[config.mk]
export PLATFORM = sky130hd
export DESIGN_NAME = sid_filter_sched
export DESIGN_NICKNAME = d
export VERILOG_FILES = /design/src/rtl/sid_pkg.sv /design/src/rtl/sid_filter_sched.sv
export SDC_FILE = /design/constraint.sdc
export NUM_CORES = 1
export LEC_CHECK = 0
export BUFFER_PORTS_ARGS = -buffer_cell sky130_fd_sc_hd__buf_2
export CORE_ASPECT_RATIO = 1.2
export CORE_UTILIZATION = 35
export CTS_CLUSTER_SIZE = 25
export DETAILED_ROUTE_END_ITERATION = 7
export MAX_ROUTING_LAYER = met4
export RECOVER_POWER = 25
export REMOVE_ABC_BUFFERS = 1
export SYNTH_ARGS = -nofsm -noshare
export SYNTH_HDL_FRONTEND = slang
export SYNTH_SLANG_ARGS = --single-unit
[constraint.sdc]
create_clock -name clk -period 3.1 [get_ports clk]
set_input_delay 0.93 -clock clk [delete_from_list [all_inputs] [get_ports clk]]
set_output_delay 0.93 -clock clk [all_outputs]
set_load 0.005 [all_outputs]
[src/rtl/sid_pkg.sv]
// Shared constants and types for the SID filter scheduler: the filter step
// numbering, the pass length and the sequencer state encoding.
package sid_pkg;

  localparam logic [2:0] LOAD    = 3'd2;
  localparam logic [2:0] LP      = 3'd3;
  localparam logic [2:0] BP      = 3'd4;
  localparam logic [2:0] HPVOL   = 3'd5;
  localparam logic [2:0] CAPTURE = 3'd6;

  localparam int PASS_LEN = 8;

  // ST_PEND means "running, with one more tick queued behind this run".
  typedef enum logic [1:0] {
    ST_IDLE = 2'd0,
    ST_PEND = 2'd1,
    ST_RUN  = 2'd2
  } sched_state_t;

  typedef struct packed {
    logic        mode;
    logic [15:0] f0;
    logic [7:0]  res_filt;
    logic [7:0]  mode_vol;
  } chip_cfg_t;

  // A silenced pass keeps chip 0's model so the filter's coefficients stay sane.
  function automatic chip_cfg_t mute_cfg(input chip_cfg_t c, input logic model0);
    chip_cfg_t m;
    m          = c;
    m.mode     = model0;
    m.res_filt = 8'h00;
    m.mode_vol = 8'h00;
    return m;
  endfunction

endpackage

[src/rtl/sid_filter_sched.sv]
// Time-multiplexes one SID filter between two chips: each sample tick runs a
// chip-0 pass and then a chip-1 pass of PASS_LEN filter steps each.
import sid_pkg::*;

module sid_filter_sched #(
  parameter bit         DUAL       = 1'b1,
  parameter logic [2:0] IDLE_STATE = 3'd0
) (
  input  logic        clk,
  input  logic        reset_n,
  input  logic        ce_1m,
  input  logic        mode0,
  input  logic        mode1,
  input  logic [15:0] F0_0,
  input  logic [15:0] F0_1,
  input  logic [7:0]  Res_Filt_0,
  input  logic [7:0]  Res_Filt_1,
  input  logic [7:0]  Mode_Vol_0,
  input  logic [7:0]  Mode_Vol_1,
  input  logic [17:0] f_audio,
  output logic [2:0]  f_state,
  output logic        f_mode,
  output logic [15:0] f_F0,
  output logic [7:0]  f_Res_Filt,
  output logic [7:0]  f_Mode_Vol,
  output logic        chip,
  output logic [17:0] audio_l,
  output logic [17:0] audio_r,
  output logic        sample_valid,
  output logic        busy,
  output logic        overrun
);

  localparam logic [3:0] LAST_STEP = 4'(2 * PASS_LEN - 1);

  sched_state_t state_reg, state_next;
  logic [3:0]   k_reg, k_next;
  logic         overrun_reg;
  logic         sample_valid_reg;
  logic [17:0]  audio_l_reg, audio_r_reg;
  chip_cfg_t    shadow_reg [2];
  chip_cfg_t    cfg_raw    [2];
  chip_cfg_t    cfg_snap   [2];
  chip_cfg_t    cfg_cur;

  logic running, last_step, start, overrun_set;

  assign cfg_raw[0] = '{mode: mode0, f0: F0_0, res_filt: Res_Filt_0, mode_vol: Mode_Vol_0};
  assign cfg_raw[1] = '{mode: mode1, f0: F0_1, res_filt: Res_Filt_1, mode_vol: Mode_Vol_1};

  generate
    for (genvar gi = 0; gi < 2; gi++) begin : gen_snap
      if (gi == 1 && !DUAL) begin : gen_muted
        assign cfg_snap[gi] = mute_cfg(cfg_raw[gi], mode0);
      end else begin : gen_live
        assign cfg_snap[gi] = cfg_raw[gi];
      end
    end
  endgenerate

  assign running     = (state_reg != ST_IDLE);
  assign last_step   = running && (k_reg == LAST_STEP);
  // A run begins from idle, or back-to-back when the previous run ends.
  assign start       = ((state_reg == ST_IDLE) && ce_1m) ||
                       (last_step && ((state_reg == ST_PEND) || ce_1m));
  assign overrun_set = ce_1m && (state_reg == ST_PEND);
  assign k_next      = running ? k_reg + 4'd1 : 4'd0;

  always_ff @(posedge clk) begin
    if (!reset_n) begin
      state_reg <= ST_IDLE;
      k_reg     <= 4'd0;
    end else begin
      state_reg <= state_next;
      k_reg     <= k_next;
    end
  end

  always_comb begin
    state_next = state_reg;
    case (state_reg)
      ST_IDLE: if (ce_1m) state_next = ST_RUN;
      ST_RUN: begin
        if (last_step)  state_next = ce_1m ? ST_RUN : ST_IDLE;
        else if (ce_1m) state_next = ST_PEND;
      end
      ST_PEND: if (last_step) state_next = ST_RUN;
      default: state_next = ST_IDLE;
    endcase
  end

  // Idle selects chip 1's shadow, which is exactly what the last pass drove.
  always_comb begin
    cfg_cur    = shadow_reg[running ? k_reg[3] : 1'b1];
    f_state    = running ? k_reg[2:0] : IDLE_STATE;
    chip       = running & k_reg[3];
    busy       = running;
    f_mode     = cfg_cur.mode;
    f_F0       = cfg_cur.f0;
    f_Res_Filt = cfg_cur.res_filt;
    f_Mode_Vol = cfg_cur.mode_vol;
  end

  always_ff @(posedge clk) begin
    if (!reset_n) begin
      shadow_reg[0]    <= '0;
      shadow_reg[1]    <= '0;
      audio_l_reg      <= '0;
      audio_r_reg      <= '0;
      sample_valid_reg <= 1'b0;
      overrun_reg      <= 1'b0;
    end else begin
      if (start) shadow_reg <= cfg_snap;
      if (running && k_reg == {1'b0, CAPTURE}) audio_l_reg <= f_audio;
      if (running && k_reg == {1'b1, CAPTURE}) audio_r_reg <= DUAL ? f_audio : audio_l_reg;
      sample_valid_reg <= last_step;
      overrun_reg      <= overrun_reg | overrun_set;
    end
  end

  assign audio_l      = audio_l_reg;
  assign audio_r      = audio_r_reg;
  assign sample_valid = sample_valid_reg;
  assign overrun      = overrun_reg;

endmodule
==> results.cfg <==
[status]
status = finished, final reports clean

[timing]
fin_skew_ps = 10.1
rsz0062_at_grt = no
fin_ws_ps = 179
max_slew_margin_pct = 20.0
hold_viol_final = 0
setup_violations = 0
period_share_pct = 94.2
finalCriticalPeriod_ps = 2920
max_freq_ghz = 0.342
tightest_slew_ps = 1200
drv_slew = 0

[clocking]
clock_latency_ps = 350
clk_path_buf_depth = 2
cts_root_buf = clkbuf_16
clk_pin_slew_ps = 70
htree_levels = 3
cts.sinks = 110
hold_buffers = 0
cts_tree = done
cts_setup_buffers = 0
cts_made_buffers = 9
cts_resized = 0

[die]
core_um2 = 13200
ios = 163
die_width_um = 108
rows = 46
dieArea_um2 = 14000
start_util_pct = 35.8
die_h_um = 129

[setup_path]
max_stage_delay_ps = 570
critPathLaunchType = register
crit_type = register to output port
cp_max_fo = 17
cp.arrival_ps = 1990
worstPathCellList = nor2_4, or2_2, buf_4, mux2_2, buf_2
cp-end-kind = output port
critPathSlowestCell = dfxtp_1
worst-path-buf-inv = 2
crit_family = flip-flops
crit_required_ps = 2170

[placement]
dpl.cell_count = 808
place_ws_ps = 505
io_buffers = 162
gp_congestion = 0.763
dpl.hpwl_um = 7640
post_dp_cell_area_um2 = 5620

[detailed_routing]
routed_wl_um = 10800
post_drt_wl_per_cell_um = 13.2
drt-initial-drc-count = 126
viasPerCell = 4.66
antenna_left = 0
firstDrtPassIters = 4
vias = 3839
drc = 0

[flow_run]
drv_cap = 0

[global_route]
grt_usage_pct = 16.0
grt_max_degree = 62
grt_antenna_before_repair = 0
grt_pass1_wl_um = 17000
grt.overflow.total = 0
grt_pass1_vias = 3800

[worst_hold_path]
hp-class = register to register

[finish]
final_cells = 824
drive_gt1_share_pct = 33.5
finalCoreUtilization_pct = 44.8
fill_cells = 1297
area_growth_pct = 25.2
final_cell_area_um2 = 5940
mostFrequentLayoutCell = nand2_1
final_cell_mix = nand2_1 (168), buf_2 (154), dfxtp_1 (110)
nets = 740
antennaDiodeCount = 0
largest_register_ffs = 66

[synth]
ys_warn_count = 0
synth_cell_type_count = 30
syn_area_um2 = 4740
avgSynthCellArea_um2 = 9.30
ys_ff_latch = 110
synthCells = 510
seq_area_frac_synth_pct = 46.5

[power_and_ir_drop]
leakagePower_nw = 2.89
ir_drop_v = 0.000247
power_density_nw_per_um2 = 546
-- logic make-up (layout without fill, tap and decap cells) --
logic type / count (synthesis) / in the layout / share of synthesized area (%)
AOI/OAI and AO/OA: 26 / 26 / 3.19
xor gates and xnor gates: 2 / 2 / 0.370
DFF: 110 / 110 / 46.5
adders and majority gates: 2 / 2 / 0.528
buffers and inverters: 44 / 190 / 5.67
and+or+nand+nor: 209 / 209 / 18.2
muxes: 117 / 117 / 25.6
-- where the power goes --
group	switching (mW)	internal (mW)	leakage [nW]
sequential	0.0436	1.48	0.898
clock	0.562	0.730	0.166
combinational	0.206	0.217	1.83
-- path summary, 6_finish.rpt --
path              slack [ps]                       start  cells past startpoint                           to
hold reg to reg          460  shadow_reg[4]$_SDFFE_PN0P_                      2   shadow_reg[4]$_SDFFE_PN0P_
setup reg to reg        1210         k_reg[0]$_SDFF_PN0_                      5  shadow_reg[53]$_SDFFE_PN0P_
setup / recovery         180   state_reg[1]$_SDFFE_PN0P_                      5                      f_F0[0]
hold / removal           460  shadow_reg[4]$_SDFFE_PN0P_                      2   shadow_reg[4]$_SDFFE_PN0P_
-- worst register-to-register path, delay by kind of cell (launching register included) --
family	cells	cell delay [ps]
buffers and inverters	1	520
flip-flops	1	340
multiplexers	1	270
adder cells (fa/ha/maj)	1	260
AND/OR/NAND/NOR	1	220
AO/OA/AOI/OAI	1	200
-- area by class of cell --
type,instances,area (um^2),share of cell area (%)
Multi-Input combinational cell,356,2300,38.7
Sequential cell,110,2200,37.1
Timing Repair Buffer,171,880,14.8
Clock buffer,9,225,3.79
Tap cell,168,210,3.54
Clock inverter,7,111,1.88
Inverter,3,11.3,0.190
-- cells in the mapped netlist --
| library cell | count | area share (%) |
|---|---|---|
| buf_8 | 4 | 1.3 |
| ha_1 | 2 | 0.53 |
| mux2_2 | 33 | 7.8 |
| nor2_2 | 1 | 0.13 |
| buf_6 | 5 | 1.2 |
| xnor2_1 | 1 | 0.18 |
| nor3b_1 | 1 | 0.16 |
| nor2b_4 | 1 | 0.29 |
| o32ai_1 | 1 | 0.18 |
| buf_4 | 4 | 0.63 |
| xor2_1 | 1 | 0.18 |
| mux2i_1 | 84 | 18 |
| and3_4 | 1 | 0.24 |
| nor4bb_1 | 1 | 0.21 |
| and4_1 | 1 | 0.18 |
| inv_1 | 3 | 0.24 |
| or2_1 | 1 | 0.13 |
| clkbuf_1 | 23 | 1.8 |
| a21oi_1 | 4 | 0.42 |
| nor2b_1 | 5 | 0.66 |
| nor3_1 | 1 | 0.11 |
| o21ai_0 | 19 | 2.0 |
| nand2_1 | 168 | 13 |
| nand3_1 | 20 | 2.1 |
| buf_2 | 5 | 0.53 |
| o2111ai_2 | 1 | 0.32 |
| a211oi_2 | 1 | 0.26 |
| nor2_1 | 7 | 0.55 |
| nand2b_1 | 1 | 0.13 |
| dfxtp_1 | 110 | 46 |
-- metrics by stage --
| stage | hold slack [ps] | TNS [ps] | total power, mW |
|---|---|---|---|
| detailed placement | 444 | 0 | 1.99 |
| global route | 473 | 0 | 3.40 |
| global placement | 440 | 0 | 1.98 |
| floorplan | 430 | -161330 | 1.81 |
| finish | 459 | 0 | 3.24 |
| CTS | 460 | 0 | 3.29 |
-- per-layer routing --
layer  part of all wire (%)  vias to the layer above  routed length (um)  GRT usage, %
li1                       -                     1959                   -             -
met1                     44                     1749                4790          17.2
met2                     47                      124                5050          26.6
met3                    8.3                        7                 898          6.29
met4                    1.0                        0                 110          5.32
met5                      0                        -                   0             -
No activity file was read; power rests on OpenSTA's default activity.
